==> src/rtl/bcd_7seg_scan.sv <==
// Five-digit multiplexed 7-segment driver. Digits are double-buffered and only
// committed at frame wrap so a scanned frame never mixes old and new values.
module bcd_7seg_scan #(
  parameter int REFRESH_DIV    = 50000,
  parameter bit BLANK_LZ       = 1'b1,
  parameter bit SEG_ACTIVE_LOW = 1'b1,
  parameter bit AN_ACTIVE_LOW  = 1'b1
) (
  input  logic       clk,
  input  logic       rst_n,
  input  logic       load,
  input  logic [3:0] ten_thousands,
  input  logic [3:0] thousands,
  input  logic [3:0] hundreds,
  input  logic [3:0] tens,
  input  logic [3:0] units,
  input  logic       en,
  output logic [6:0] seg,
  output logic [4:0] an,
  output logic       frame_done
);

  localparam int             PW      = (REFRESH_DIV > 1) ? $clog2(REFRESH_DIV) : 1;
  localparam logic [PW-1:0]  PRE_MAX = PW'(REFRESH_DIV - 1);
  localparam logic [6:0]     SEG_OFF = SEG_ACTIVE_LOW ? 7'h7F : 7'h00;
  localparam logic [4:0]     AN_OFF  = AN_ACTIVE_LOW ? 5'h1F : 5'h00;

  logic [PW-1:0] presc;
  logic [2:0]    idx;
  logic [19:0]   shadow;
  logic [19:0]   disp;
  logic          pending;
  logic          tick;
  logic          wrap;
  logic [19:0]   din;

  assign din  = {ten_thousands, thousands, hundreds, tens, units};
  assign tick = (presc == PRE_MAX);
  assign wrap = tick && (idx == 3'd4);

  always_ff @(posedge clk or negedge rst_n) begin
    if (!rst_n) begin
      presc <= '0;
      idx   <= 3'd0;
    end else if (tick) begin
      presc <= '0;
      idx   <= (idx == 3'd4) ? 3'd0 : idx + 3'd1;
    end else begin
      presc <= presc + PW'(1);
    end
  end

  // A load landing on the wrap edge bypasses the shadow so it shows next frame.
  always_ff @(posedge clk or negedge rst_n) begin
    if (!rst_n) begin
      shadow     <= '0;
      disp       <= '0;
      pending    <= 1'b0;
      frame_done <= 1'b0;
    end else begin
      if (load) shadow <= din;
      if (wrap) begin
        if (load)         disp <= din;
        else if (pending) disp <= shadow;
        pending <= 1'b0;
      end else if (load) begin
        pending <= 1'b1;
      end
      frame_done <= wrap;
    end
  end

  // zero_above[k]: display digits k..4 are all zero
  logic [4:1] zero_above;
  always_comb begin
    zero_above    = '0;
    zero_above[4] = (disp[19:16] == 4'd0);
    zero_above[3] = zero_above[4] && (disp[15:12] == 4'd0);
    zero_above[2] = zero_above[3] && (disp[11:8] == 4'd0);
    zero_above[1] = zero_above[2] && (disp[7:4] == 4'd0);
  end

  logic [3:0] cur_digit;
  logic       cur_blank;
  logic [4:0] an_sel;
  always_comb begin
    cur_digit = disp[3:0];
    cur_blank = 1'b0;
    an_sel    = 5'b00001;
    case (idx)
      3'd1: begin cur_digit = disp[7:4];   cur_blank = zero_above[1]; an_sel = 5'b00010; end
      3'd2: begin cur_digit = disp[11:8];  cur_blank = zero_above[2]; an_sel = 5'b00100; end
      3'd3: begin cur_digit = disp[15:12]; cur_blank = zero_above[3]; an_sel = 5'b01000; end
      3'd4: begin cur_digit = disp[19:16]; cur_blank = zero_above[4]; an_sel = 5'b10000; end
      default: ;
    endcase
  end

  logic [6:0] seg_code;
  always_comb begin
    seg_code = 7'h40;
    case (cur_digit)
      4'd0: seg_code = 7'h3F;
      4'd1: seg_code = 7'h06;
      4'd2: seg_code = 7'h5B;
      4'd3: seg_code = 7'h4F;
      4'd4: seg_code = 7'h66;
      4'd5: seg_code = 7'h6D;
      4'd6: seg_code = 7'h7D;
      4'd7: seg_code = 7'h07;
      4'd8: seg_code = 7'h7F;
      4'd9: seg_code = 7'h6F;
      default: seg_code = 7'h40;
    endcase
  end

  logic       lit;
  logic [4:0] an_hi;
  logic [6:0] seg_hi;
  always_comb begin
    lit    = en && !(BLANK_LZ && cur_blank);
    an_hi  = lit ? an_sel : 5'b00000;
    seg_hi = lit ? seg_code : 7'h00;
  end

  always_ff @(posedge clk or negedge rst_n) begin
    if (!rst_n) begin
      an  <= AN_OFF;
      seg <= SEG_OFF;
    end else begin
      an  <= an_hi ^ {5{AN_ACTIVE_LOW}};
      seg <= seg_hi ^ {7{SEG_ACTIVE_LOW}};
    end
  end

endmodule

==> config.mk <==
export PLATFORM = sky130hd
export DESIGN_NAME = bcd_7seg_scan
export DESIGN_NICKNAME = d
export VERILOG_FILES = /design/src/rtl/bcd_7seg_scan.sv
export SDC_FILE = /design/constraint.sdc
export NUM_CORES = 1
export LEC_CHECK = 0
export CAP_MARGIN = 30
export CORE_MARGIN = 4
export CORE_UTILIZATION = 60
export CTS_CLUSTER_DIAMETER = 50
export DETAILED_ROUTE_END_ITERATION = 8
export HOLD_SLACK_MARGIN = 0.05
export PLACE_DENSITY = 0.84
export SLEW_MARGIN = 0
export SYNTH_ARGS = -nofsm -noshare
export SYNTH_HDL_FRONTEND = slang
export SYNTH_SLANG_ARGS = --single-unit
export TNS_END_PERCENT = 1
==> constraint.sdc <==
create_clock -name clk -period 5.9 [get_ports clk]
set_input_delay 0.885 -clock clk [delete_from_list [all_inputs] [get_ports clk]]
set_output_delay 0.885 -clock clk [all_outputs]
set_load 0.01 [all_outputs]
After elaboration in Yosys (flattened, before gate mapping)
Memory sizes are Yosys's and may differ from the RTL's.
Cells that the tools add are included.
{"block": "totals", "in_bits": 24, "word_cells": 42, "n_memories": 1, "mem_bits_ro": 112, "regBits": 73}
{"name": "(name not given)", "words": 16, "width": 7, "read_ports": 1, "rd_ports_with_merged_regs": 0, "write_ports": 0, "line_no": "102", "text": "case (cur_digit)"}
{"block": "classes", "reduce_logical": 13, "mux": 11, "n_bitwise": 2, "add_sub_neg": 2, "n_eq_ne": 5}
{"cell": "2-to-1 mux 20 bit", "count": 2}
{"cell": "case mux 5 bit (4 select lines)", "count": 1}
{"cell": "adder 16 x 1 -> 16 bit (second input constant)", "count": 1}
{"cell": "equality test 16 bit (second input constant)", "count": 1}
{"cell": "logical NOT 4 bit", "count": 4}
{"cell": "2-to-1 mux 16 bit", "count": 1}
{"cell": "case mux 4 bit (4 select lines)", "count": 1}
{"cell": "2-to-1 mux 7 bit", "count": 1}
{"cell": "inverter 7 bit", "count": 1}
{"cell": "equality test 3 x 2 -> 1 bit (second input constant)", "count": 2}
{"cell": "logical AND 1 bit", "count": 5}
{"cell": "2-to-1 mux 5 bit", "count": 1}
{"cell": "inverter 5 bit", "count": 1}
{"cell": "case mux 1 bit (4 select lines)", "count": 1}
{"cell": "nonzero test 2 bit", "count": 2}
{"cell": "adder 3 x 1 -> 3 bit (second input constant)", "count": 1}
{"cell": "equality test 3 x 1 -> 1 bit (second input constant)", "count": 1}
{"cell": "equality test 3 bit (second input constant)", "count": 1}
{"cell": "2-to-1 mux 3 bit", "count": 1}
{"cell": "2-to-1 mux 1 bit", "count": 2}
{"cell": "AND reduction 2 bit", "count": 1}
{"cell": "logical NOT 1 bit", "count": 1}

Longest topological paths before layout
{"block": "logic_depth", "depth_word": 9, "ltp_mapped": 10, "ltp_nobuf": 9}

Worst setup path before layout
Ideal clock, no wire load.
{"block": "synth_timing", "kind": "register to register", "start": "register idx[0]", "end": "register seg[4]", "n_path_buf": 1, "path_stages_with_launch": 11, "setup_ns": 0.081, "arrival_time_ns": 2.377, "path_slack_ns": 3.442, "path_cell_list": "dfrtp_1 -> inv_1 -> ha_1 -> or4_4 -> and2_4 -> buf_6 -> a31oi_2 -> inv_1 -> ha_1 -> mux2_2 -> o211ai_1"}
{"block": "synth_between", "elab_chain_cells": 6, "word_cells_on_any_way": 11, "classes_between": "4 x eq/ne; 3 x mux; 1 x bitwise; 2 x reduce/logical; 1 x memory"}
{"item": "start: declaration", "line_no": "29", "text": "logic [2:0] idx;"}
{"item": "start signal: assignment", "line_no": "47", "text": "idx <= (idx == 3'd4) ? 3'd0 : idx + 3'd1;"}
{"item": "parallel branches: the longest is 4 deep, another holds memory (16 x 7 bit)"}
{"item": "2-to-1 mux 7 bit (*)", "line_no": "123", "text": "seg_hi = lit ? seg_code : 7'h00;"}
{"item": "inverter 7 bit (no line) (*)"}
{"item": "end signal: assignment", "line_no": "132", "text": "seg <= seg_hi ^ {7{SEG_ACTIVE_LOW}};"}
{"item": "end: declaration", "line_no": "18", "text": "output logic [6:0] seg,"}
Every way passes the cells marked *.
A chain may end at the register's enable or synchronous reset.

Worst setup path in the final report
{"block": "layout_timing", "start": "input load", "end": "register disp[4]"}
{"block": "layout_between", "elab_chain_cells": 2, "word_cells_on_any_way": 3, "classes_between": "1 x mux; 2 x reduce/logical"}
{"item": "start: declaration", "line_no": "11", "text": "input logic load,"}
{"item": "nonzero test 2 bit (no line)"}
{"item": "AND reduction 2 bit (no line)"}
{"item": "end signal: assignment", "line_no": "63", "text": "if (load) disp <= din;"}
{"item": "end signal: assignment", "line_no": "64", "text": "else if (pending) disp <= shadow;"}
{"item": "end: declaration", "line_no": "31", "text": "logic [19:0] disp;"}
Several ways; a longest one is shown, not always the timed one.

==> results.toml <==
[logic_synthesis]
syn_nets = 289
yosys-top-cells-area = "dfrtp_1 47%, mux2_2 14%, dfstp_2 9.6%"
ys_async_sr_fraction_pct = 100.0
synth_edf_count = 0
synth_top_area_cell = "dfrtp_1"
yosysUniqueCellTypes = 45
ys_seq_elements = 73
synth_top_area_share_pct = 46.58
syn_area_mm2 = 0.003277
synth.avg_cell_area_um2 = 12.90
synth_warnings = 0
synth_ff_type = "dfrtp_1"
synth_cells = 254
ys_seq_area_share_pct = 56.20

[cts]
cts_resized = 0
clkSinkCount = 73
cts_tree = "done"
cts.clk_slew.worst_paths_ns = 0.07
cts_root_buf = "clkbuf_8"
cts_made_buffers = 9
cts_setup_buffers = 0
clk_latency_ns = 0.34
h-tree-depth = 3
clockBufferDepth = 2
cts-hold-fix-buffers = 0

[floorplanning]
io_pins = 37
die_width_um = 81.90
start_util_pct = 62.96
die-area_mm2 = 0.006708
fp.dieH_um = 81.90
core_area_mm2 = 0.005205
row_count = 26

[sta]
skew_ns = 0.006478
fin_tns_setup_ns = 0
worst_slack_ns = 3.149
relSlewSlack_pct = 39.36
timing.final.crit_share_pct = 46.63
setup_viol = 0
fin_hold_ws_ns = 0.4897
grt_setup_unrepaired = "false"
fmax_mhz = 363.5
fin_crit_ns = 2.751
slew_viol_final = 0
final-hold-violation-count = 0
tightestPinTransition_ns = 0.9068

[finish]
nNetsFinal = 331
post-route-util_pct = 76.61
n_fill_cell = 322
fin_cells = 371
area_delta_synth_final_pct = 21.69
antenna_cells = 0
drive_above_1_share_pct = 26.91

[routing]
wl_mm = 5.631
drc_errors = 0
first_iter_violations = 99
wl_met2_mm = 2.751
highest_layer = "met4"
viasPerCell = 5.615
wl_per_cell_um = 15.18
drt-pass1-iter-count = 5
num_vias = 2083
wl_met1_mm = 2.506
postRouteAntennaNets = 0
met3RoutedLength_um = 302

[worst_setup_path]
reg2reg_to = "seg[4]$_DFF_PN1_"
crit_fanout = 21
r2r_cells = 9
critPathKind = "in2reg"
cp_top_family = "buffers and inverters"
reg2reg_slack_ns = 3.26
critical_path_buf_inv_count = 2
cp-start-kind = "input pin"
cp.required_ns = 6.12
reg2reg_from = "idx[0]$_DFFE_PN0N_"
end_kind = "flop"
slowest_stage = "clkdlybuf4s50_1"
max_stage_delay_ns = 1.06
startpoint = "load"
critPathArrivalTime_ns = 2.98
cp_cell_sequence = "clkdlybuf4s50_1 > nor2_1 > nor3_2 > buf_4 > mux2_2"

[power]
p_leak_nw = 1.733
worst_ir_drop_vdd_v = 0.0002193
p_per_area_mw_per_mm2 = 291.3

[placement]
dp_hpwl_mm = 3.834
gp_congestion = 0.8253
place_ws_ns = 2.806
port_buffers = 36
post-place-cells = 355

[hold_path]
min_path_type = "reg2reg"
min_to = "presc[0]$_DFF_PN0_"
holdPathStages = 1
worstHoldStart = "presc[0]$_DFF_PN0_"

[global_route]
grt_max_degree = 74
grt_pass1_wl_mm = 9.915
grt_remaining_overflow = 0
antenna_found_initial = 0
grt_pass1_vias = 2138
gr-usage-all-layers_pct = 19.87

[run_status]
status = "finished, final reports clean"

[run]
maxCapViolations = 0
==> placed cells by master, fill, tap and decap left out, types with 2 or more instances in the layout <==
master	instances
clkdlybuf4s50_1	35
dfrtp_1	61
and3_1	2
or3_1	2
inv_1	8
bufinv_16	5
nor4_1	3
xor2_1	9
clkbuf_8	10
nand3_1	9
xnor2_1	5
and2b_1	2
a31oi_2	2
mux2i_1	4
o211ai_1	5
ha_1	11
nor2_1	17
dfstp_2	12
mux2_2	41
a22oi_1	5
and2_4	2
buf_4	2
nand4_1	4
nand2_1	10
o21ai_0	6
nor3_1	4
a21oi_1	3
==> through the flow <==
stage	area (µm²)	power, W
final	3988	0.001162
after global routing	3988	0.001214
after CTS	3988	0.001174
after detailed placement	3696	0.0006225
after global placement	3696	0.0006194
after floorplan	3277	0.0005802
==> cells in the mapped netlist, drive strengths merged, types with 2 or more instances <==
library cell and n:
a21oi 4, a22oi 5, a31oi 2, and2 4
and2b 2, and3 2, buf 4, clkbuf 3
dfrtp 61, dfstp 12, ha 11, inv 8
mux2 41, mux2i 4, nand2 10, nand3 9
nand4 4, nor2 17, nor3 5, nor4 3
o211ai 5, o21ai 7, o311ai 2, or3 2
or4 2, xnor2 5, xor2 9
==> worst reg2reg max path: cells and delay by family (launching register included) <==
| kind | cells | cell delay (ns) |
|---|---|---|
| multiplexers | 1 | 0.27 |
| buffers and inverters | 2 | 0.25 |
| adder cells (fa/ha/maj) | 2 | 0.48 |
| flip-flops | 1 | 0.38 |
| AND/OR/NAND/NOR | 2 | 0.79 |
| AO/OA/AOI/OAI | 2 | 0.40 |
==> report_power, final <==
| part | internal (W) | switching (W) |
|---|---|---|
| logic | 0.0000437 | 0.0000333 |
| clock network | 0.000378 | 0.000172 |
| registers | 0.000526 | 0.00000857 |
| total | 0.000948 | 0.000214 |
==> cell type report <==
cell class | instances | area, µm² | area share, %
clock inverters | 5 | 150.1 | 3.765
clock buffers | 11 | 141.4 | 3.546
repair buffers | 38 | 370.4 | 9.288
well taps | 70 | 87.58 | 2.196
inverters | 8 | 30.03 | 0.7531
multi-input cells | 166 | 1366 | 34.26
flip-flops and latches | 73 | 1842 | 46.19
==> cells by family after synthesis <==
| kind of cell | after synthesis | share of synthesized area [%] |
|---|---|---|
| DFF | 73 | 56.20 |
| and+or+nand+nor | 64 | 10.23 |
| muxes | 45 | 15.31 |
| AOI/OAI and AO/OA | 32 | 8.057 |
| buffers and inverters | 15 | 2.253 |
| xor gates and xnor gates | 14 | 3.742 |
| adders and majority gates | 11 | 4.200 |
==> sequential cells by signal, indices dropped and copies added, names as in the netlist <==
signal and cells:
an 5, disp 20, frame_done 1, idx 3, pending 1, presc 16
seg 7, shadow 20
==> layer usage <==
metal | global-route usage [%] | vias to the layer above
li1 | - | 989
met1 | 25.55 | 1034
met2 | 31.42 | 54
met3 | 4.605 | 6
met4 | 10.30 | 0
met5 | 0 | -
==> worst max path at each step <==
stage / endpoint / slack [ns] / cells past startpoint
3_5_place_dp: disp[10]$_DFFE_PN0P_ / 2.81 / 5
4_1_cts: disp[4]$_DFFE_PN0P_ / 3.15 / 5
3_3_place_gp: disp[2]$_DFFE_PN0P_ / 2.89 / 5
5_1_grt: disp[16]$_DFFE_PN0P_ / 3.05 / 5
6_report: disp[4]$_DFFE_PN0P_ / 3.15 / 5
2_1_floorplan: seg[4]$_DFF_PN1_ / 3.44 / 10
(Power assumes the default switching activity.)
